==> src/rtl/us_pkg.sv <==
// Shared types and default timing for the ultrasonic transmit chain.
// Timer width and the sequencer state encoding live here.
package us_pkg;

   localparam int CLK_HZ = 50_000_000;
   localparam int CARRIER_HZ = 40_000;
   localparam int CNT_W = 22;
   localparam int DEF_CARRIER_HALF = CLK_HZ / CARRIER_HZ / 2;

   typedef enum logic [2:0] {
      ST_IDLE    = 3'd0,
      ST_BURST   = 3'd1,
      ST_BLANK   = 3'd2,
      ST_LISTEN  = 3'd3,
      ST_HOLDOFF = 3'd4
   } state_t;

   function automatic logic [CNT_W-1:0] sat_inc(input logic [CNT_W-1:0] v);
      return (&v) ? v : v + CNT_W'(1);
   endfunction

endpackage

==> src/rtl/us_carrier_gen.sv <==
// 40 kHz carrier: complementary legs that start high on the first
// enabled cycle and toggle every HALF clocks; both legs low when idle.
module us_carrier_gen
   import us_pkg::*;
#(
   parameter int HALF = DEF_CARRIER_HALF
) (
   input  logic CLK,
   input  logic RSTn,
   input  logic en,
   output logic tx_p,
   output logic tx_n
);

   localparam logic [CNT_W-1:0] HALF_END = CNT_W'(HALF - 1);

   logic [CNT_W-1:0] cnt_q, cnt_d;
   logic tx_p_q, tx_p_d;
   logic tx_n_q, tx_n_d;

   // One leg is always high while running, so the legs double as the run flag
   always_comb begin
      cnt_d  = '0;
      tx_p_d = 1'b0;
      tx_n_d = 1'b0;
      if (en) begin
         if (!(tx_p_q || tx_n_q)) begin
            tx_p_d = 1'b1;
         end else if (cnt_q == HALF_END) begin
            tx_p_d = ~tx_p_q;
            tx_n_d = tx_p_q;
         end else begin
            cnt_d  = cnt_q + CNT_W'(1);
            tx_p_d = tx_p_q;
            tx_n_d = tx_n_q;
         end
      end
   end

   always_ff @(posedge CLK) begin
      if (!RSTn) begin
         cnt_q  <= '0;
         tx_p_q <= 1'b0;
         tx_n_q <= 1'b0;
      end else begin
         cnt_q  <= cnt_d;
         tx_p_q <= tx_p_d;
         tx_n_q <= tx_n_d;
      end
   end

   assign tx_p = tx_p_q;
   assign tx_n = tx_n_q;

endmodule

==> src/rtl/us_tx_sequencer.sv <==
// Measurement sequencer: burst, ringdown blanking, listen window and
// holdoff to a fixed repetition period, with echo/timeout flags.
module us_tx_sequencer
   import us_pkg::*;
#(
   parameter int CARRIER_HALF = DEF_CARRIER_HALF,
   parameter int BURST_CYCLES = 8,
   parameter int BLANK_CLKS   = 50000,
   parameter int LISTEN_CLKS  = 1900000,
   parameter int PERIOD_CLKS  = 3000000
) (
   input  logic CLK,
   input  logic RSTn,
   input  logic en,
   input  logic start,
   input  logic pulse_r,
   output logic tx_p,
   output logic tx_n,
   output logic pulse_t,
   output logic listening,
   output logic echo_seen,
   output logic timeout,
   output logic busy
);

   // Every phase ends at a fixed offset of the period timer
   localparam int BURST_LEN = 2 * BURST_CYCLES * CARRIER_HALF;
   localparam logic [CNT_W-1:0] BURST_END  = CNT_W'(BURST_LEN - 1);
   localparam logic [CNT_W-1:0] BLANK_END  =
      CNT_W'(BURST_LEN + BLANK_CLKS - 1);
   localparam logic [CNT_W-1:0] LISTEN_END =
      CNT_W'(BURST_LEN + BLANK_CLKS + LISTEN_CLKS - 1);
   localparam logic [CNT_W-1:0] HOLD_END   = CNT_W'(PERIOD_CLKS - 1);

   state_t state_q, state_d;
   logic [CNT_W-1:0] tmr_q, tmr_d;
   logic r1_q, r2_q;
   logic rise;
   logic pulse_t_q, pulse_t_d;
   logic listening_q, listening_d;
   logic echo_q, echo_d;
   logic tout_q, tout_d;
   logic busy_q, busy_d;

   assign rise = r1_q & ~r2_q;

   always_comb begin
      state_d = state_q;
      echo_d  = 1'b0;
      tout_d  = 1'b0;
      unique case (state_q)
         ST_IDLE: begin
            if (en || start) state_d = ST_BURST;
         end
         ST_BURST: begin
            if (tmr_q == BURST_END) state_d = ST_BLANK;
         end
         ST_BLANK: begin
            if (tmr_q == BLANK_END) state_d = ST_LISTEN;
         end
         ST_LISTEN: begin
            if (rise) begin
               echo_d  = 1'b1;
               state_d = ST_HOLDOFF;
            end else if (tmr_q == LISTEN_END) begin
               tout_d  = 1'b1;
               state_d = ST_HOLDOFF;
            end
         end
         ST_HOLDOFF: begin
            if (tmr_q >= HOLD_END) state_d = en ? ST_BURST : ST_IDLE;
         end
         default: state_d = ST_IDLE;
      endcase
      tmr_d = (state_d == ST_BURST && state_q != ST_BURST)
            ? '0 : sat_inc(tmr_q);
      pulse_t_d   = (state_d == ST_BURST);
      listening_d = (state_d == ST_LISTEN);
      busy_d      = (state_d != ST_IDLE);
   end

   always_ff @(posedge CLK) begin
      if (!RSTn) begin
         state_q     <= ST_IDLE;
         tmr_q       <= '0;
         r1_q        <= 1'b0;
         r2_q        <= 1'b0;
         pulse_t_q   <= 1'b0;
         listening_q <= 1'b0;
         echo_q      <= 1'b0;
         tout_q      <= 1'b0;
         busy_q      <= 1'b0;
      end else begin
         state_q     <= state_d;
         tmr_q       <= tmr_d;
         r1_q        <= pulse_r;
         r2_q        <= r1_q;
         pulse_t_q   <= pulse_t_d;
         listening_q <= listening_d;
         echo_q      <= echo_d;
         tout_q      <= tout_d;
         busy_q      <= busy_d;
      end
   end

   us_carrier_gen #(
      .HALF (CARRIER_HALF)
   ) u_carrier (
      .CLK  (CLK),
      .RSTn (RSTn),
      .en   (pulse_t_d),
      .tx_p (tx_p),
      .tx_n (tx_n)
   );

   assign pulse_t   = pulse_t_q;
   assign listening = listening_q;
   assign echo_seen = echo_q;
   assign timeout   = tout_q;
   assign busy      = busy_q;

endmodule

==> config.mk <==
export PLATFORM = sky130hd
export DESIGN_NAME = us_tx_sequencer
export DESIGN_NICKNAME = d
export VERILOG_FILES = /design/src/rtl/us_pkg.sv /design/src/rtl/us_carrier_gen.sv /design/src/rtl/us_tx_sequencer.sv
export SDC_FILE = /design/constraint.sdc
export NUM_CORES = 1
export LEC_CHECK = 0
export BUFFER_PORTS_ARGS = -buffer_cell sky130_fd_sc_hd__clkbuf_2
export CAP_MARGIN = 20
export CORE_MARGIN = 8
export CORE_UTILIZATION = 45
export DETAILED_ROUTE_END_ITERATION = 12
export PLACE_DENSITY = 0.63
export SLEW_MARGIN = 20
export SYNTH_ARGS = -nofsm -noshare
export SYNTH_HDL_FRONTEND = slang
export SYNTH_SLANG_ARGS = --single-unit
==> constraint.sdc <==
create_clock -name CLK -period 2.6 [get_ports CLK]
set_clock_uncertainty 0.15 [all_clocks]
set_input_delay 0.78 -clock CLK [delete_from_list [all_inputs] [get_ports CLK]]
set_output_delay 0.78 -clock CLK [all_outputs]
set_load 0.005 [all_outputs]
; ---- Word-level counts from Yosys, hierarchy flattened
; Index checks and enable logic that the tools add are counted.
[totals]
output_inout_bits = 7
register_bits = 56
in_bits = 5
[op_classes]
eq_ne = 12
n_lt_le_gt_ge = 1
reduce_logical = 12
n_bitwise = 7
addsub = 2
mux = 12
[ops]
columns = operator, n
row1 = $add A22 B1 Y22 const B, 2
row2 = $eq A22 B10 Y1 const B, 1
row3 = $eq A22 B14 Y1 const B, 1
row4 = $eq A22 B16 Y1 const B, 1
row5 = $eq A22 B21 Y1 const B, 1
row6 = $ge A22 B22 Y1 const B, 1
row7 = $reduce_and A22 Y1, 1
row8 = $mux W3, 6
row9 = $pmux W3 S5, 1
row10 = $eq A3 B2 Y1 const B, 3
row11 = $eq A3 B1 Y1 const B, 2
row12 = $not A1 Y1, 6
row13 = $mux W1, 5
row14 = $reduce_and A2 Y1, 2
row15 = $reduce_or A4 Y1, 1
row16 = $eq A3 B3 Y1 const B, 1
row17 = $logic_not A3 Y1, 1
row18 = $ne A3 B1 Y1 const B, 1
row19 = $reduce_and A3 Y1, 1
row20 = $reduce_bool A3 Y1, 1
row21 = $reduce_or A3 Y1, 1
row22 = $logic_or A1 B1 Y1, 2
row23 = $ne A2 B2 Y1 const B, 1
row24 = $reduce_or A2 Y1, 1
row25 = other kinds (2), 2

; ---- Longest topological paths before layout
; Gate-level depths: netlist of run 1.
[logic_depth]
word_depth = 7
ltp_mapped = 9
ltp_nobuf = 7

; ---- Modules after synthesis
; A second synthesis of run 1 with hierarchy kept.
[unflattened]
cells_unflattened = 335
area_unflattened_um2 = 2803.9
[by_module_without_submodules]
columns = mod, cells_each, seq_area_each_um2, area_per_inst_um2, n_inst
row1 = us_tx_sequencer, 205, 640.6, 1674.1, 1
row2 = us_carrier_gen, 130, 480.5, 1129.8, 1

; ---- Least setup slack after synthesis of run 1
; OpenSTA, ideal clock, no wires.
[synth_path]
kind = reg2reg
start = register tmr_q[0]
end = register tmr_q[11]
period_less_slack_ns = 2.326
slack_ns = 0.274
required_time_ns = 2.309
stages_incl_launch_ff = 9
t_arrival_ns = 2.035
cell_sequence = dfxtp_1 > ha_1 > nand3_1 > nor4_1 > a41oi_1 > a21o_1 > a221oi_2 > buf_6 > nor3_2
[synth_via]
elab_chain_len = 7
word_cells_on_any_way = 15
cone_classes = 1 x add/sub / 1 x order compare / 4 x eq/ne / 6 x mux / 3 x reduce/logical
[synth_rtl]
columns = element, line
row1 = from (decl), us_tx_sequencer.sv:36  ; logic [CNT_W-1:0] tmr_q, tmr_d;
row2 = from (signal assigned), us_tx_sequencer.sv:95  ; tmr_q <= tmr_d;
row3 = branches (longest 7 deep; another with $ge A22 B22 Y1), -
; Several ways; the timed one is not identified.
; A chain may end at the register's enable or synchronous reset.

; ---- Worst setup path in the final report of run 1
[layout_path]
start = register tmr_q[18]
end = register u_carrier.cnt_q[8]
[layout_via]
elab_chain_len = 7
word_cells_on_any_way = 13
cone_classes = 1 x order compare / 4 x eq/ne / 6 x mux / 1 x bitwise / 1 x reduce/logical
[layout_rtl]
columns = element, line
row1 = branches (longest 3 deep; another with $ge A22 B22 Y1), -
row2 = $pmux W3 S5 (*), us_tx_sequencer.sv:51  ; unique case (state_q)
row3 = $eq A3 B1 Y1 (*), us_tx_sequencer.sv:77  ; pulse_t_d = (state_d == ST_BURST);
row4 = $not A1 Y1 (no line) (*), -
row5 = $reduce_or A4 Y1 (no line) (*), -
row6 = to (signal assigned), us_carrier_gen.sv:46  ; cnt_q <= cnt_d;
row7 = to (decl), us_carrier_gen.sv:17  ; logic [CNT_W-1:0] cnt_q, cnt_d;
; Mark *: on every way between the ends.

==> results of run 1 <==
## routing by layer
layer,track usage [%],up-vias
met3,2.51,9
li1,-,1326
met2,23.6,39
met4,5.70,0
met1,18.8,1268
met5,0,-
## final cells by class
type,instances,area share [%]
multi-input cells,279,54.8
flip-flops and latches,56,33.0
repair buffers,25,5.08
well taps,80,2.94
clock buffers,5,2.02
inverters,13,1.43
clock inverters,3,0.736
## final timing paths
kind	from	to	cells past startpoint
worst max register to register	tmr_q[18]	u_carrier.cnt_q[8]	7
worst min-delay path	r1_q	r2_q	1
worst max-delay path	tmr_q[18]	u_carrier.cnt_q[8]	7
worst min register to register	r1_q	r2_q	1
## worst max-delay path, stage by stage (launching register included)
cell,delay (ns)
sky130_fd_sc_hd__dfxtp_1,0.51
sky130_fd_sc_hd__nand4b_1,0.23
sky130_fd_sc_hd__nor4_2,0.28
sky130_fd_sc_hd__a41oi_2,0.22
sky130_fd_sc_hd__a21o_1,0.29
sky130_fd_sc_hd__a21o_2,0.31
sky130_fd_sc_hd__buf_4,0.21
sky130_fd_sc_hd__nor2_1,0.12
## cells in the mapped netlist, types with 3 or more instances
cell | n | area (um2)
sky130_fd_sc_hd__ha_1 | 3 | 37.5
sky130_fd_sc_hd__a21o_1 | 3 | 22.5
sky130_fd_sc_hd__nor3_1 | 18 | 90.1
sky130_fd_sc_hd__nor2_1 | 44 | 165
sky130_fd_sc_hd__and3_1 | 4 | 25.0
sky130_fd_sc_hd__dfxtp_1 | 56 | 1120
sky130_fd_sc_hd__nand4b_1 | 6 | 52.6
sky130_fd_sc_hd__xor2_1 | 13 | 114
sky130_fd_sc_hd__nor4b_1 | 4 | 35.0
sky130_fd_sc_hd__nand2_1 | 18 | 67.6
sky130_fd_sc_hd__xnor2_1 | 22 | 193
sky130_fd_sc_hd__nor3_2 | 19 | 190
sky130_fd_sc_hd__buf_6 | 6 | 67.6
sky130_fd_sc_hd__nand4_1 | 10 | 62.6
sky130_fd_sc_hd__nor3b_1 | 4 | 30.0
sky130_fd_sc_hd__and2_1 | 5 | 31.3
sky130_fd_sc_hd__nor4_1 | 13 | 81.3
sky130_fd_sc_hd__nor2b_1 | 5 | 31.3
sky130_fd_sc_hd__mux2i_1 | 3 | 30.0
sky130_fd_sc_hd__a21oi_1 | 4 | 20.0
sky130_fd_sc_hd__nand2b_1 | 6 | 37.5
sky130_fd_sc_hd__o21ai_0 | 6 | 30.0
sky130_fd_sc_hd__clkbuf_1 | 12 | 45.0
sky130_fd_sc_hd__a211oi_1 | 3 | 22.5
sky130_fd_sc_hd__nand3_1 | 43 | 215
sky130_fd_sc_hd__inv_1 | 13 | 48.8
## kinds of logic after synthesis
group	after synthesis	share of synthesized area, %
AND/OR/NAND/NOR	210	39.6
multiplexers	3	0.962
XOR/XNOR	35	9.82
buffers and inverters	34	5.73
AO/OA/AOI/OAI	28	6.81
adder cells (fa/ha/maj)	3	1.20
flip-flops	56	35.9
## repair_timing
item / 4_1_cts / 5_1_grt
setup endpoints to repair: 0 / 44
resized for setup: 0 / 6
hold endpoints to repair: 0 / 0
## power breakdown
group | internal, uW | leakage (uW) | switching (uW)
clock | 197 | 0.0000452 | 303
sequential | 869 | 0.000454 | 11.1
combinational | 46.8 | 0.000672 | 75.9
## per-stage QoR
stage	worst slack, ns	power (uW)	hold WS, ns
after floorplan	0.274	989	0.296
after global placement	0.127	1020	0.315
after detailed placement	0.144	1020	0.321
after CTS	0.114	1520	0.352
after global routing	-0.0136	1570	0.365
final	0.177	1500	0.345
==> metrics, run 1 <==
FF/Latch Area=0.00112 mm2; count of routing violations after the opening detailed-route iteration=147; number of hold-slack violations in the final timing report=0; register bit count reported by yosys=56; initial cell density of the core=46.2%; total die area=0.00986 mm2; Avg Cell Area, Syn=8.46 um2; clock latency of the later-clocked register in the worst-skew pair=0.32 ns; FILL cells=657; global placer's final weighted congestion=0.898; number of clock sinks=56; run status=finished clean; cts hold-fix bufs=0; most frequent cells in the layout=55 x sky130_fd_sc_hd__dfxtp_1, 44 x sky130_fd_sc_hd__nor2_1, 42 x sky130_fd_sc_hd__nand3_1, 22 x sky130_fd_sc_hd__xnor2_1, 19 x sky130_fd_sc_hd__nor3_2; leading cell type in the layout, fill and taps excluded=sky130_fd_sc_hd__dfxtp_1; maximum clock frequency=413 MHz; category of the worst setup path launch point=register; slew at the pin with the worst max-slew slack=0.939 ns; Post-Synthesis Cell Area=0.00312 mm2; vertical die dimension=99.3 um; count of input and output buffers=11; Layout Nets=388; Post-synth EDFFs=0; detailed placement HPWL=4.76 mm; Final Instance Area=0.00340 mm2; worst slew margin relative to its limit=37.1%; post-route DRC violation count=0; highest ir drop seen on vdd=0.239 mV; Pwr per Cell Area=442 mW/mm2; iteration count of the initial detailed-routing pass=4; final antenna diode count=0; CTS buffer count=5; global-route wire length before repair=12.2 mm; final cell utilization of the core=50.4%; setup slack of the worst register-to-register path=0.18 ns; CP Data Required Time=2.70 ns; Crit Path Max Fanout=14; final critical delay including setup and external delays=2.42 ns; global router's overall resource usage=14.6%; CP Class=reg2reg; metal3 WL=184 um; standard-cell row count=30; number of vias per cell after detailed routing=5.73; DP Area=0.00328 mm2; sequential share of the synthesized area=35.9%; YS warnings=0; dpl cells=453; level count of the clock H-tree=2; final sum of negative setup slack=0 ns; share of the cycle needed by the critical path after routing=93.2%; endpoint kind of the worst setup timing path=register; count of mapped cells out of synthesis=369; top layer reached by signal wires=met4; max-slew violations=0; Mapped Nets=377; buffer depth of the longest clock path=2; number of distinct library cells after synthesis=48; Congestion Overflow GR=0; share of final-layout standard cells stronger than drive strength 1=17.3%; Avg WL per Cell=14.8 um; share of synthesized flip-flops with an asynchronous set or reset=0%; count of vias placed by the detailed router=2642; flip-flop cell with the highest count after synthesis=sky130_fd_sc_hd__dfxtp_1; standby leakage power=0.00117 uW; Multi-input gate area=0.00186 mm2; CTS tree=built; area growth from synthesis to final layout=8.98%; area of the placeable core=0.00676 mm2; worst hold-check path type=reg2reg; registers with the most flip-flops=tmr_q: 22 flops, u_carrier.cnt_q: 22 flops, state_q: 3 flops; Routed Wire Length=6.81 mm; number of buffers added for setup after CTS=0; length of routed wiring on met1=3.32 mm; pin count of the biggest net entering global routing=23; count of max-cap constraint violations=0; critical path data arrival time=2.52 ns; sum of met2 wire segment lengths after detailed routing=3.21 mm; Non-Filler Instances=461; antenna violations before repair=0; residual antenna-violating net count after detailed routing=0; boundary pin count=12; clock-pin slew on the worst setup and hold paths=0.11 ns; Root Driver=sky130_fd_sc_hd__clkbuf_8; via count of the first global-routing pass=2617; final setup violation count=0; Die Span X=99.3 um
Power figures use the tool's default switching activity.
==> run 2: changes to the inputs <==
--- a/config.mk
+++ b/config.mk
@@ -10,7 +10,7 @@
 export CORE_MARGIN = 8
 export CORE_UTILIZATION = 45
 export DETAILED_ROUTE_END_ITERATION = 12
-export PLACE_DENSITY = 0.63
+export PLACE_DENSITY = 0.72
 export SLEW_MARGIN = 20
 export SYNTH_ARGS = -nofsm -noshare
 export SYNTH_HDL_FRONTEND = slang
==> constraint.sdc (replaced) <==
create_clock -name CLK -period 2.6 [get_ports CLK]
set_clock_uncertainty 0.15 [all_clocks]
set_input_delay 0.26 -clock CLK [delete_from_list [all_inputs] [get_ports CLK]]
set_output_delay 0.26 -clock CLK [all_outputs]
set_load 0.005 [all_outputs]
==> run 2 against run 1 <==
Compared with the run above: register-to-register slack got worse by 0.07 ns; global-route usage fell by 0.43 points; critical path depth did not move; first-iteration DRC count did not move; clock-buffer cell count did not move; worst setup slack got worse by 0.072 ns; worst hold slack got worse by 0.22 ns; design area rose by 0.18%; routed wire length rose by 1.7%; utilization rose by 0.092 points; sequential power barely moved; clock power rose by 2%; critical endpoint is now tmr_q[19].
==> metrics, run 2 (synthesis results as in run 1) <==
run status=finished clean; Die Span X=99.3 um (unchanged); Root Driver=sky130_fd_sc_hd__clkbuf_8; end point of the critical path=tmr_q[19]; Crit Path Max Fanout=22 (+8); number of hold-slack violations in the final timing report=0 (unchanged); cell family contributing the most delay on the critical path=compound AO/OA/AOI/OAI gates; global placer's final weighted congestion=0.833 (-7.2%); boundary pin count=12 (unchanged); clock latency of the later-clocked register in the worst-skew pair=0.31 ns (about the same); Pwr per Cell Area=444 mW/mm2 (+0.46%); detailed placement HPWL=4.69 mm (-1.4%); CP Class=reg2reg; Non-Filler Instances=462 (+0.22%); count of vias placed by the detailed router=2684 (+1.6%); antenna violations before repair=0 (unchanged); setup repair after global routing missed its margin=false; CTS tree=built; standby leakage power=0.00117 uW (-0.31%); critical path data arrival time=2.53 ns (about the same); chain of cells forming the critical path=nand4b_1, nor4_2, a41oi_2, a21o_1, a221oi_4, buf_12, nor3_2; final sum of negative setup slack=0 ns (unchanged); registers with the most flip-flops=tmr_q: 22 flops, u_carrier.cnt_q: 22 flops, state_q: 3 flops; total die area=0.00986 mm2 (unchanged); initial cell density of the core=46.2% (unchanged); residual antenna-violating net count after detailed routing=0 (unchanged); category of the worst setup path launch point=register; clock-pin slew on the worst setup and hold paths=0.11 ns (about the same); Worst Setup Slack, final=0.105 ns (-0.0723 ns); highest ir drop seen on vdd=0.243 mV (+1.8%); critical register-to-register path startpoint=tmr_q[14]; count of max-cap constraint violations=0 (unchanged); level count of the clock H-tree=2 (unchanged); slew at the pin with the worst max-slew slack=0.456 ns (-0.484 ns); via count of the first global-routing pass=2567 (-1.9%); most frequent cells in the layout=56 x sky130_fd_sc_hd__dfxtp_1, 44 x sky130_fd_sc_hd__nor2_1, 43 x sky130_fd_sc_hd__nand3_1, 22 x sky130_fd_sc_hd__xnor2_1, 19 x sky130_fd_sc_hd__nor3_2; area of the placeable core=0.00676 mm2 (unchanged); global-route wire length before repair=11.8 mm (-3.5%); endpoint kind of the worst setup timing path=register; iteration count of the initial detailed-routing pass=4 (unchanged); Layout Nets=389 (+0.26%); CP Data Required Time=2.64 ns (-0.06 ns); Avg WL per Cell=15.0 um (+1.5%); critical path buffer and inverter count=1 (unchanged); leading cell type in the layout, fill and taps excluded=sky130_fd_sc_hd__dfxtp_1; count of input and output buffers=11 (unchanged); vertical die dimension=99.3 um (unchanged); number of clock sinks=56 (unchanged); number of vias per cell after detailed routing=5.81 (+1.4%); Max stage delay cell, worst path=sky130_fd_sc_hd__dfxtp_1; buffer depth of the longest clock path=2 (unchanged); maximum clock frequency=401 MHz (-2.9%); standard-cell row count=30 (unchanged); pin count of the biggest net entering global routing=28 (+22%); Crit. Startpoint=tmr_q[14]; pre-CTS setup slack=0.175 ns (+0.0308 ns); worst slew margin relative to its limit=69.3% (+32 points); count of routing violations after the opening detailed-route iteration=147 (unchanged); worst hold-check path type=in2reg; worst stage delay on the critical path=0.54 ns (+0.03 ns); global router's overall resource usage=14.1% (-0.43 points); max-slew violations=0 (unchanged); Congestion Overflow GR=0 (unchanged); final setup violation count=0 (unchanged); share of final-layout standard cells stronger than drive strength 1=16.5% (-0.83 points); Routed Wire Length=6.93 mm (+1.7%); final antenna diode count=0 (unchanged); CTS buffer count=5 (unchanged); instance count on the critical path=7 (unchanged); area growth from synthesis to final layout=9.18%; Reg-to-Reg End=tmr_q[19]; share of the cycle needed by the critical path after routing=96.0% (+2.8 points); worst reg2reg path depth=7 (unchanged); final critical delay including setup and external delays=2.49 ns (+0.0723 ns); dpl cells=453 (unchanged); post-route DRC violation count=0 (unchanged); final cell utilization of the core=50.4% (+0.092 points); setup slack of the worst register-to-register path=0.11 ns (-0.07 ns)
==> run 2: worst reg2reg max path: stages, from the launching register on <==
cell and delay, ns:
sky130_fd_sc_hd__dfxtp_1 0.54, sky130_fd_sc_hd__nand4b_1 0.19, sky130_fd_sc_hd__nor4_2 0.36, sky130_fd_sc_hd__a41oi_2 0.23, sky130_fd_sc_hd__a21o_1 0.28, sky130_fd_sc_hd__a221oi_4 0.32, sky130_fd_sc_hd__buf_12 0.23, sky130_fd_sc_hd__nor3_2 0.08
==> run 2: power by group <==
| group | leakage (uW) | internal (uW) | total, uW | switching, uW |
|---|---|---|---|---|
| clock network | 0.0000463 | 199 | 509 | 311 |
| registers | 0.000453 | 869 | 881 | 11.9 |
| logic | 0.000668 | 45.9 | 122 | 76.4 |
==> run 2: cell type report <==
class	instances	area, um2
fillers	649	3350
multi-input cells	279	1850
flip-flops and latches	56	1120
repair buffers	26	195
well taps	80	100
clock buffers	5	68.8
inverters	13	48.8
clock inverters	3	27.5
==> run 2: what timing repair did <==
item	CTS	global route
resized for setup	0	2
buffers inserted	0	0
hold buffers	1	0
hold endpoints to repair	1	0
setup endpoints to repair	0	23
==> run 2: how the worst min path moves through the flow <==
stage               startpoint         to  slack [ns]  cells after the start
finish                    RSTn  echo_seen        0.13                      3
global route              RSTn       r2_q        0.12                      2
CTS                       RSTn  echo_seen        0.11                      3
detailed placement     pulse_r       r1_q        0.32                      2
global placement          r1_q       r2_q        0.31                      1
floorplan                 RSTn       r1_q        0.23                      1
==> run 2: per-layer routing <==
metal | up-vias | part of all wire (%) | track usage [%]
li1 | 1325 | - | -
met1 | 1290 | 47 | 18.7
met2 | 63 | 46 | 22.4
met3 | 6 | 5.5 | 2.86
met4 | 0 | 1.2 | 4.42
met5 | - | 0 | 0
==> run 2: stage by stage <==
step | hold slack (ns) | area [um2] | total power, uW
floorplan | 0.232 | 3120 | 989
global placement | 0.313 | 3290 | 1020
detailed placement | 0.321 | 3290 | 1020
CTS | 0.108 | 3390 | 1530
global route | 0.123 | 3410 | 1570
finish | 0.126 | 3410 | 1510
